### config.mk
export PLATFORM = sky130hd
export DESIGN_NAME = bhr_controller
export DESIGN_NICKNAME = d
export VERILOG_FILES = /design/src/rtl/bhr_controller.sv
export SDC_FILE = /design/constraint.sdc
export NUM_CORES = 1
export LEC_CHECK = 0
export BUFFER_PORTS_ARGS = -buffer_cell sky130_fd_sc_hd__buf_2
export CAP_MARGIN = 20
export CORE_MARGIN = 5
export CORE_UTILIZATION = 50
export DETAILED_ROUTE_END_ITERATION = 6
export PLACE_DENSITY = 0.85
export SYNTH_ARGS = -nofsm -noshare
export SYNTH_HDL_FRONTEND = slang
export SYNTH_SLANG_ARGS = --single-unit
### constraint.sdc
create_clock -name clk -period 7.5 [get_ports clk]
set_input_delay 1.875 -clock clk [delete_from_list [all_inputs] [get_ports clk]]
set_output_delay 1.875 -clock clk [all_outputs]
set_load 0.03 [all_outputs]
### src/rtl/bhr_controller.sv
// bhr_controller: speculative / architectural global branch history manager.
// Keeps a small FIFO of predicted directions for in-flight conditional
// branches, maintains a speculative history updated at predict time and an
// architectural history updated at resolve time, and repairs the speculative
// history from the architectural one on a mispredict or pipeline flush.
module bhr_controller #(
  parameter int HIST_W = 8,
  parameter int DEPTH  = 4,
  parameter int IDX_W  = 8
) (
  input  logic                     clk,
  input  logic                     rst_n,
  input  logic                     pred_valid,
  input  logic                     pred_taken,
  input  logic [31:0]              pred_pc,
  output logic                     pred_ready,
  output logic [IDX_W-1:0]         pht_idx,
  input  logic                     res_valid,
  input  logic                     res_taken,
  input  logic                     flush,
  output logic                     mispredict,
  output logic [HIST_W-1:0]        spec_hist,
  output logic [HIST_W-1:0]        arch_hist,
  output logic [$clog2(DEPTH):0]   inflight,
  output logic                     err_underflow
);

  localparam int PTR_W = $clog2(DEPTH);
  localparam int CNT_W = PTR_W + 1;
  localparam logic [CNT_W-1:0] FULL_CNT = CNT_W'(DEPTH);

  typedef enum logic {
    ST_RUN     = 1'b0,
    ST_RECOVER = 1'b1
  } state_t;

  state_t            r_state;
  logic [DEPTH-1:0]  r_fifo;
  logic [PTR_W-1:0]  r_wr_ptr;
  logic [PTR_W-1:0]  r_rd_ptr;
  logic [CNT_W-1:0]  r_count;
  logic [HIST_W-1:0] r_spec_hist;
  logic [HIST_W-1:0] r_arch_hist;
  logic              r_err_underflow;

  logic              w_empty;
  logic              w_pred_acc;
  logic              w_res_acc;
  logic              w_head;
  logic              w_mispredict;
  logic              w_kill;
  logic              w_push;
  logic [HIST_W-1:0] w_arch_next;

  // Handshake and resolve qualification. A full queue never admits a new
  // prediction, even when the oldest entry is popped in the same cycle.
  assign w_empty      = (r_count == '0);
  assign pred_ready   = (r_state == ST_RUN) && (r_count < FULL_CNT);
  assign w_pred_acc   = pred_valid && pred_ready;
  assign w_res_acc    = res_valid && !w_empty;
  assign w_head       = r_fifo[r_rd_ptr];
  assign w_mispredict = w_res_acc && (res_taken != w_head);
  // Any recovery event discards the queue and any same-cycle prediction.
  assign w_kill       = w_mispredict || flush;
  assign w_push       = w_pred_acc && !w_kill;

  // Committed history including this cycle's resolve; used both as the next
  // arch_hist and as the repair value for spec_hist.
  assign w_arch_next = w_res_acc ? {r_arch_hist[HIST_W-2:0], res_taken} : r_arch_hist;

  // gshare index folds the word-aligned PC with the speculative history.
  assign pht_idx = pred_pc[IDX_W+1:2] ^ r_spec_hist[IDX_W-1:0];

  assign mispredict    = w_mispredict;
  assign spec_hist     = r_spec_hist;
  assign arch_hist     = r_arch_hist;
  assign inflight      = r_count;
  assign err_underflow = r_err_underflow;

  // Direction storage for in-flight branches.
  // NOTE: the FIFO data has no reset; entries are only read when the count
  // says they were written, so clearing them would buy nothing.
  always_ff @(posedge clk) begin
    if (w_push) begin
      r_fifo[r_wr_ptr] <= pred_taken;
    end
  end

  // Recovery state machine: one RECOVER cycle after every mispredict/flush.
  always_ff @(posedge clk or negedge rst_n) begin
    if (!rst_n) begin
      r_state <= ST_RUN;
    end else begin
      case (r_state)
        ST_RUN:     if (w_kill) r_state <= ST_RECOVER;
        ST_RECOVER: r_state <= ST_RUN;
        default:    r_state <= ST_RUN;
      endcase
    end
  end

  // Histories, queue pointers/occupancy and the sticky underflow flag.
  // NOTE: every register here is written with <= so all of them sample the
  // pre-edge values; mixing in = would make results depend on statement order.
  always_ff @(posedge clk or negedge rst_n) begin
    if (!rst_n) begin
      r_spec_hist     <= '0;
      r_arch_hist     <= '0;
      r_wr_ptr        <= '0;
      r_rd_ptr        <= '0;
      r_count         <= '0;
      r_err_underflow <= 1'b0;
    end else begin
      r_arch_hist <= w_arch_next;
      if (res_valid && w_empty) begin
        r_err_underflow <= 1'b1;
      end
      if (w_kill) begin
        r_spec_hist <= w_arch_next;
        r_wr_ptr    <= '0;
        r_rd_ptr    <= '0;
        r_count     <= '0;
      end else begin
        if (w_push) begin
          r_spec_hist <= {r_spec_hist[HIST_W-2:0], pred_taken};
          r_wr_ptr    <= r_wr_ptr + PTR_W'(1);
        end
        if (w_res_acc) begin
          r_rd_ptr <= r_rd_ptr + PTR_W'(1);
        end
        case ({w_push, w_res_acc})
          2'b10:   r_count <= r_count + CNT_W'(1);
          2'b01:   r_count <= r_count - CNT_W'(1);
          default: r_count <= r_count;
        endcase
      end
    end
  end

endmodule

Word-level counts from Yosys, hierarchy flattened
Cells that the tools add are included.
- bits in registers: 29
- output and inout bits: 30
- mux-type cells: 16
- bitwise operators: 2
- reductions and logical operators: 14
- order comparisons: 4
- equal/unequal tests: 3
- add/sub/neg operators: 4
- operators with widths (kind ; number):
    $mux W8 ; 3
    $mux W2 ; 4
    $xor A8 B8 Y8 ; 1
    $logic_and A1 B1 Y1 ; 7
    $lt A2 B3 Y1 const B ; 2
    $pmux W3 S2 ; 1
    $add A2 B1 Y2 const B ; 2
    $bwmux W4 ; 1
    $reduce_bool A2 Y1 ; 2
    $add A3 B1 Y3 const B ; 1
    $logic_not A3 Y1 ; 1
    $lt A3 B3 Y1 const B ; 1
    $mux W1 ; 3
    $mux W3 ; 1
    $reduce_bool A3 Y1 ; 1
    $sub A3 B1 Y3 const B ; 1
    $bmux W1 S2 ; 1
    $demux W1 S2 ; 1
    $eq A2 B1 Y1 const B ; 1
    $eq A2 B2 Y1 const B ; 1
    $ge A2 B1 Y1 const B ; 1
    $logic_not A1 Y1 ; 2
    $pmux W1 S2 ; 1
    $logic_or A1 B1 Y1 ; 1
    2 further kinds ; 2

Depth between registers and ports, before layout
Gate-level depths: netlist of run 1.
- word-level depth: 10
- gate-level depth with buffers: 9
- gate-level depth less buffers: 8

Worst setup path after synthesis of run 1
No wires, ideal clock.
- path type: input port to output port
- from: in res_valid
- to: out mispredict
- arrival time: 2449 ps
- required time: 5625 ps
- slack: 3176 ps
- stages: 3
- cell sequence: o31a_1 buf_2 and2_2
- cells in the longest elaborated chain, start to end: 2
- RTL lines (what ; RTL line ; text):
    start, declared ; 18 ; input logic res_valid,
    $logic_and A1 B1 Y1 ; 60 ; assign w_res_acc = res_valid && !w_empty;
    $logic_and A1 B1 Y1 ; 62 ; assign w_mispredict = w_res_acc && (res_taken != w_head);
    end, declared ; 21 ; output logic mispredict,
No other way between the ends.

Worst setup path after layout of run 1
Ends and elaborated chain as after synthesis.

==> results of run 1 <==
where the power goes:
part / switching [mW] / internal (mW)
clock: 0.0587 / 0.0353
combinational: 0.319 / 0.159
sequential: 0.0684 / 0.216
total: 0.447 / 0.411
path summary, 6_finish.rpt:
kind | endpoint | startpoint | slack (ps)
min in group asynchronous | spec_hist[5] | rst_n | 1500
worst max register to register | inflight[2] | r_rd_ptr[0] | 4590
max in group asynchronous | r_state | rst_n | 5610
worst min register to register | err_underflow | err_underflow | 470
worst min-delay path | err_underflow | err_underflow | 470
worst max-delay path | mispredict | res_valid | 2550
layout by cell type, fill, tap and decap left out, drive strengths merged, types with 2 or more instances in the layout:
cell    instances
a21o            2
a21oi           5
a221oi          7
and2            2
and3            5
buf            45
clkbuf          5
clkinv          2
dfrtp          25
edfxtp          4
ha              4
inv            10
mux2            2
mux2i           8
nand2          10
nor2           17
nor3            5
nor3b           2
o21ai           7
xnor2           2
xor2           10
layer usage:
metal | wire length, um | part of all wire, % | global-route usage, % | vias to the layer above
li1 | - | - | - | 575
met1 | 1320 | 39 | 20.0 | 582
met2 | 1760 | 53 | 29.9 | 43
met3 | 214 | 6.4 | 7.45 | 7
met4 | 55 | 1.6 | 9.76 | 0
met5 | 0 | 0 | 0 | -
area by class of cell:
cell class              count  share of cell area [%]
flip-flops and latches     29                    41.2
multi-input cells          95                    38.8
repair buffers             45                    12.6
well taps                  33                    2.28
clock buffers               5                    2.08
inverters                  10                    2.08
clock inverters             3                   0.969
sequential cells by signal, summed over array words and instances (netlist names):
register	flops
spec_hist	8
err_underflow	1
r_rd_ptr	2
r_wr_ptr	2
arch_hist	8
r_state	1
inflight	3
r_fifo	4
metrics by stage:
stage	cells	instance area, um^2	hold WS, ps	util, %
CTS	220	1810	470	60.7
floorplan	140	1510	424	-
detailed placement	212	1750	446	58.9
global route	220	1810	512	60.7
global placement	212	1750	438	58.9
finish	220	1810	470	60.7
cell families (layout without fill, tap and decap cells):
family,Yosys count,after routing
muxes,11,11
AOI/OAI and AO/OA,25,25
buffers and inverters,16,63
DFF,29,29
and+or+nand+nor,42,42
xor gates and xnor gates,12,12
adders and majority gates,5,5
worst register-to-register path, stage by stage, from the launching register on:
cell and delay, ps:
dfrtp_1 440, mux4_2 580, xor2_2 210, a21oi_2 500
a21oi_1 180, fa_1 440, and3_1 160, nor3_1 200
nor3_1 90
==> summary.txt, run 1 <==
STA
  – # setup viols final: 0
  – Relative max-transition margin: 53.0%
  – Fin. Hold Viols: 0
  – Peak Freq: 0.202 GHz
  – Final setup margin: between 2000 and 3000 ps
  – Worst slew pin tran: 705 ps
  – Final setup TNS: 0 ps
  – Slew Viols, Final: 0
  – Post-Route Skew: 18.4 ps
  – RSZ-0062 raised after global routing: no
  – Tmin final: 4950 ps
  – Final Cycle Share: 66.0%

Synthesis
  – Synth Area in XOR/XNOR: 7.44%
  – Mux contribution to synthesized area: 8.27%
  – Post-synthesis compound-gate area fraction: 12.9%
  – Area contributors post-synth: dfrtp_1 41%, edfxtp_1 7.9%, mux2i_1 5.3%, xor2_1 5.2%, nor2_1 4.2%
  – Post-synthesis cell area: 1510 um^2
  – Post-synthesis async set-or-reset flop share: 86.2%
  – Primary FF master, synth: dfrtp_1
  – #FFs+latches synth: 29
  – Largest area contributor in the netlist: dfrtp_1
  – Synth cell types: 32
  – EDFF count, synth: 4
  – Synthesis warning total: 0
  – Post-Synthesis Cells: 140
  – Main combinational cell family by area after synthesis: compound AO/OA/AOI/OAI gates
  – Syn_nets: 184
  – Count leader, synth: dfrtp_1
  – Average size of a mapped cell: 10.8 um^2
  – Post-synth top cells: 25 x dfrtp_1, 17 x nor2_1, 10 x inv_1, 10 x nand2_1, 9 x xor2_1
  – Adder-Cell Fraction of Synth Area: between 4 and 5%
  – Post-synthesis sequential area ratio: between 40% and 50%
  – Simple-gate area share of the yosys netlist: roughly 13%
  – Post-synth top area share: 41.4%

Critical path
  – Slowest cell on the critical path: o31a_1
  – Cell mode on critical path: buf_2
  – CP top delay family: compound AO/OA/AOI/OAI gates
  – CP peak stage delay: ~600 ps
  – Kind of critical path: input port to output port
  – Nature of the critical path startpoint: input port
  – CP bufs+invs: 2
  – Max FO, Critical Path: 20
  – Critical path, cell by cell: buf_2, o31a_1, and2_2, buf_2
  – Critical path endpoint category: output port
  – WP data arrival: 3070 ps
  – Reg2reg path depth: 8
  – Crit. path cell count: 4
  – CP Data Required Time: 5620 ps

Drt
  – Vias: 1207
  – DRT iter0 DRCs: 65
  – Routed WL per cell: 15.2 um
  – DRC violations left: 0
  – Vias per inst: 5.49
  – Drt first pass iters: 4
  – Routed Wire Length: 3.35 mm
  – ANT nets after route: 0

Clock tree
  – CTS tree: yes
  – Setup bufs post-CTS: 0
  – Post_cts resized: 0
  – Clock Tree Buf Depth: 2
  – Sink Count: 29
  – Root Buffer: clkbuf_4
  – H-tree levels: 2
  – CTS buffer count: 5
  – Clock latency on the worst-skew pair: 340 ps
  – CTS Hold Bufs: 0
  – Worst-path clk slew: 90 ps

Floorplan
  – # rows: 20
  – Die width: 65.0 um
  – Initial Util: 50.8%
  – Core box area: 2980 um^2
  – Die H: 65.0 um
  – Die area: 4230 um^2
  – IO Count: 69

Layout
  – Reg area: 746 um^2
  – Synthesis-to-finish area growth: 19.5%
  – Multi-input logic area: 701 um^2
  – Total inserted antenna cells: 0
  – Filler cell count in the final layout: about 260
  – Nets@finish: 230
  – Fraction of layout cells with a size suffix above 1: roughly a third

Global route
  – Total gr overflow: 0
  – Largest net degree at the start of global routing: 26
  – Antenna violations before repair: 0
  – First-pass GRT wire length: between 5 and 6 mm
  – GRT Resource Usage Total: 18.2%
  – Vias in the first global route: between 1000 and 1500

Power
  – Total Power: 0.857 mW
  – P_leak: between 0.8 and 0.9 nW
  – Worst vdd ir: between 0.0002 and 0.00025 V
  – Pwr per Cell Area: 474 nW/um^2

Worst hold path
  – Tightest Hold Check Type: flip-flop to flip-flop
  – Hold-critical path depth: 1

Placed design
  – Post-DP HPWL: 2.46 mm
  – Final Wtd Congestion: 0.736
  – Pre-CTS WS: 2570 ps
  – # port buffers: 44

Flow run
  – MaxCap Viol Count: 0

Outcome
  – Status: finished, final reports clean
Power figures use the tool's default switching activity.
==> inputs of run 2 (changes only) <==
Settings changed: CORE_UTILIZATION 50 to 46, PLACE_DENSITY 0.85 to 0.79.
Clock period 7.5 ns to 4.9 ns, I/O delays scaled along.
==> run 2 against run 1 <==
Count of clock-buffer cells in the layout up 2. Die area up 7.3%. Critical path type unchanged. Sequential share of layout area down 1.1 points. Highest routed layer unchanged. Final cell count up 5.0%.
==> summary.txt, run 2 (synthesis gave the netlist of run 1 again) <==
Global route
  – GRT Resource Usage Total: 15.7%
  – Antenna violations before repair: 0
  – Largest net degree at the start of global routing: 26
  – Vias in the first global route: 1130
  – First-pass GRT wire length: approximately 5.2 mm
  – Total gr overflow: 0

Clock tree
  – Clock latency on the worst-skew pair: 340 ps
  – CTS Hold Bufs: 0
  – Worst-path clk slew: 90 ps
  – CTS tree: yes
  – Root Buffer: clkbuf_4
  – Clock Tree Buf Depth: 2
  – H-tree levels: 2
  – Setup bufs post-CTS: 0
  – Sink Count: 29
  – Post_cts resized: 0
  – CTS buffer count: 5

STA
  – RSZ-0062 raised after global routing: no
  – Final Cycle Share: around three quarters
  – Fin. Hold Viols: 0
  – Worst slew pin tran: 711 ps
  – Final setup TNS: 0 ps
  – Tmin final: 3640 ps
  – Slew Viols, Final: 0
  – Relative max-transition margin: a little over half
  – Peak Freq: 0.275 GHz
  – Post-Route Skew: 7.94 ps
  – # setup viols final: 0

Outcome
  – Status: finished, final reports clean

Layout
  – Most frequent cells in the layout: 44 x buf_2, 25 x dfrtp_1, 17 x nor2_1
  – Fin util: 59.9%
  – Design area: 1860 um^2
  – Nets@finish: 230
  – Most common cell after layout, fill and taps aside: buf_2
  – Total inserted antenna cells: 0
  – Fraction of layout cells with a size suffix above 1: approximately a third
  – Synthesis-to-finish area growth: 22.9%

Floorplan
  – Core box area: a little over 3000 um^2
  – Die area: 4540 um^2
  – Initial Util: 48.8%
  – IO Count: 69
  – Die H: 67.3 um
  – Die width: 67.3 um
  – # rows: 20

Critical path
  – Nature of the critical path startpoint: input port
  – Kind of critical path: input port to output port
  – Critical path endpoint category: output port
  – Slowest cell on the critical path: o31a_1
  – Critical path, cell by cell: buf_2, o31a_1, and2_2, buf_2
  – WP data arrival: around 2400 ps
  – CP Data Required Time: 3670 ps
  – Cell mode on critical path: buf_2
  – CP peak stage delay: 600 ps
  – Max FO, Critical Path: 20

Drt
  – Routed WL per cell: 13.8 um
  – DRC violations left: 0
  – ANT nets after route: 0
  – Vias per inst: 5.10
  – Drt first pass iters: 4
  – DRT iter0 DRCs: 70
  – Routed Wire Length: 3.19 mm
  – Vias: about 1200

Placed design
  – Final Wtd Congestion: 0.785
  – Cell Area, Placed: approximately 1800 um^2
  – Post-DP HPWL: 2.35 mm
  – # port buffers: 44

Power
  – Total Power: 1.36 mW
  – Worst vdd ir: approximately 0.00029 V
  – P_leak: 0.896 nW
  – Pwr per Cell Area: 733 nW/um^2

Flow run
  – MaxCap Viol Count: 0

Worst hold path
  – Tightest Hold Check Type: flip-flop to flip-flop
==> run 2: changes by cell type in the layout (fill, tap and decap cells not counted) <==
cell / before / now
clkinv_2: 2 / 1
clkbuf_16: 0 / 2
clkinvlp_4: 1 / 0
==> run 2: critical path, delay by kind of cell <==
kind | cells | cell delay [ps]
AO/OA/AOI/OAI | 1 | 600
buffers and inverters | 2 | 310
AND/OR/NAND/NOR | 1 | 260
==> run 2: routing by layer <==
layer / global-route usage, % / up-vias / wire (um)
li1: - / 580 / -
met1: 19.0 / 548 / 1390
met2: 25.3 / 41 / 1510
met3: 4.83 / 10 / 230
met4: 7.59 / 0 / 64
met5: 0 / - / 0
==> run 2: metrics by stage <==
| step | std cells | hold WS, ps | worst slack [ps] |
|---|---|---|---|
| 6_report | 231 | 471 | 1260 |
| 4_1_cts | 231 | 487 | 1250 |
| 3_5_place_dp | 223 | 463 | 1270 |
| 3_3_place_gp | 223 | 441 | 1280 |
| 5_1_grt | 231 | 517 | 1190 |
| 2_1_floorplan | 140 | 424 | 1880 |
==> run 2: power by group <==
group / leakage, nW / switching [mW] / internal [mW]
combinational: 0.494 / 0.479 / 0.243
clock: 0.0516 / 0.0904 / 0.117
sequential: 0.350 / 0.102 / 0.331
total: 0.896 / 0.671 / 0.691
==> run 2: path summary, 6_finish.rpt <==
kind,slack [ps],end,cells past startpoint,from
min in group asynchronous,860,spec_hist[2],1,rst_n
worst min-delay path,470,err_underflow,1,err_underflow
worst min register to register,470,err_underflow,1,err_underflow
max in group asynchronous,3670,spec_hist[7],1,rst_n
worst max-delay path,1260,mispredict,4,res_valid
worst max register to register,2060,inflight[2],8,r_rd_ptr[0]
==> run 2: area by class of cell <==
| type | count | area, um^2 |
|---|---|---|
| fill | 284 | 1240 |
| sequential | 29 | 746 |
| multi-input combinational | 95 | 701 |
| timing repair buffer | 45 | 228 |
| clock buffer | 7 | 87.6 |
| tap | 44 | 55.1 |
| inverter | 10 | 37.5 |
| clock inverter | 1 | 5.00 |
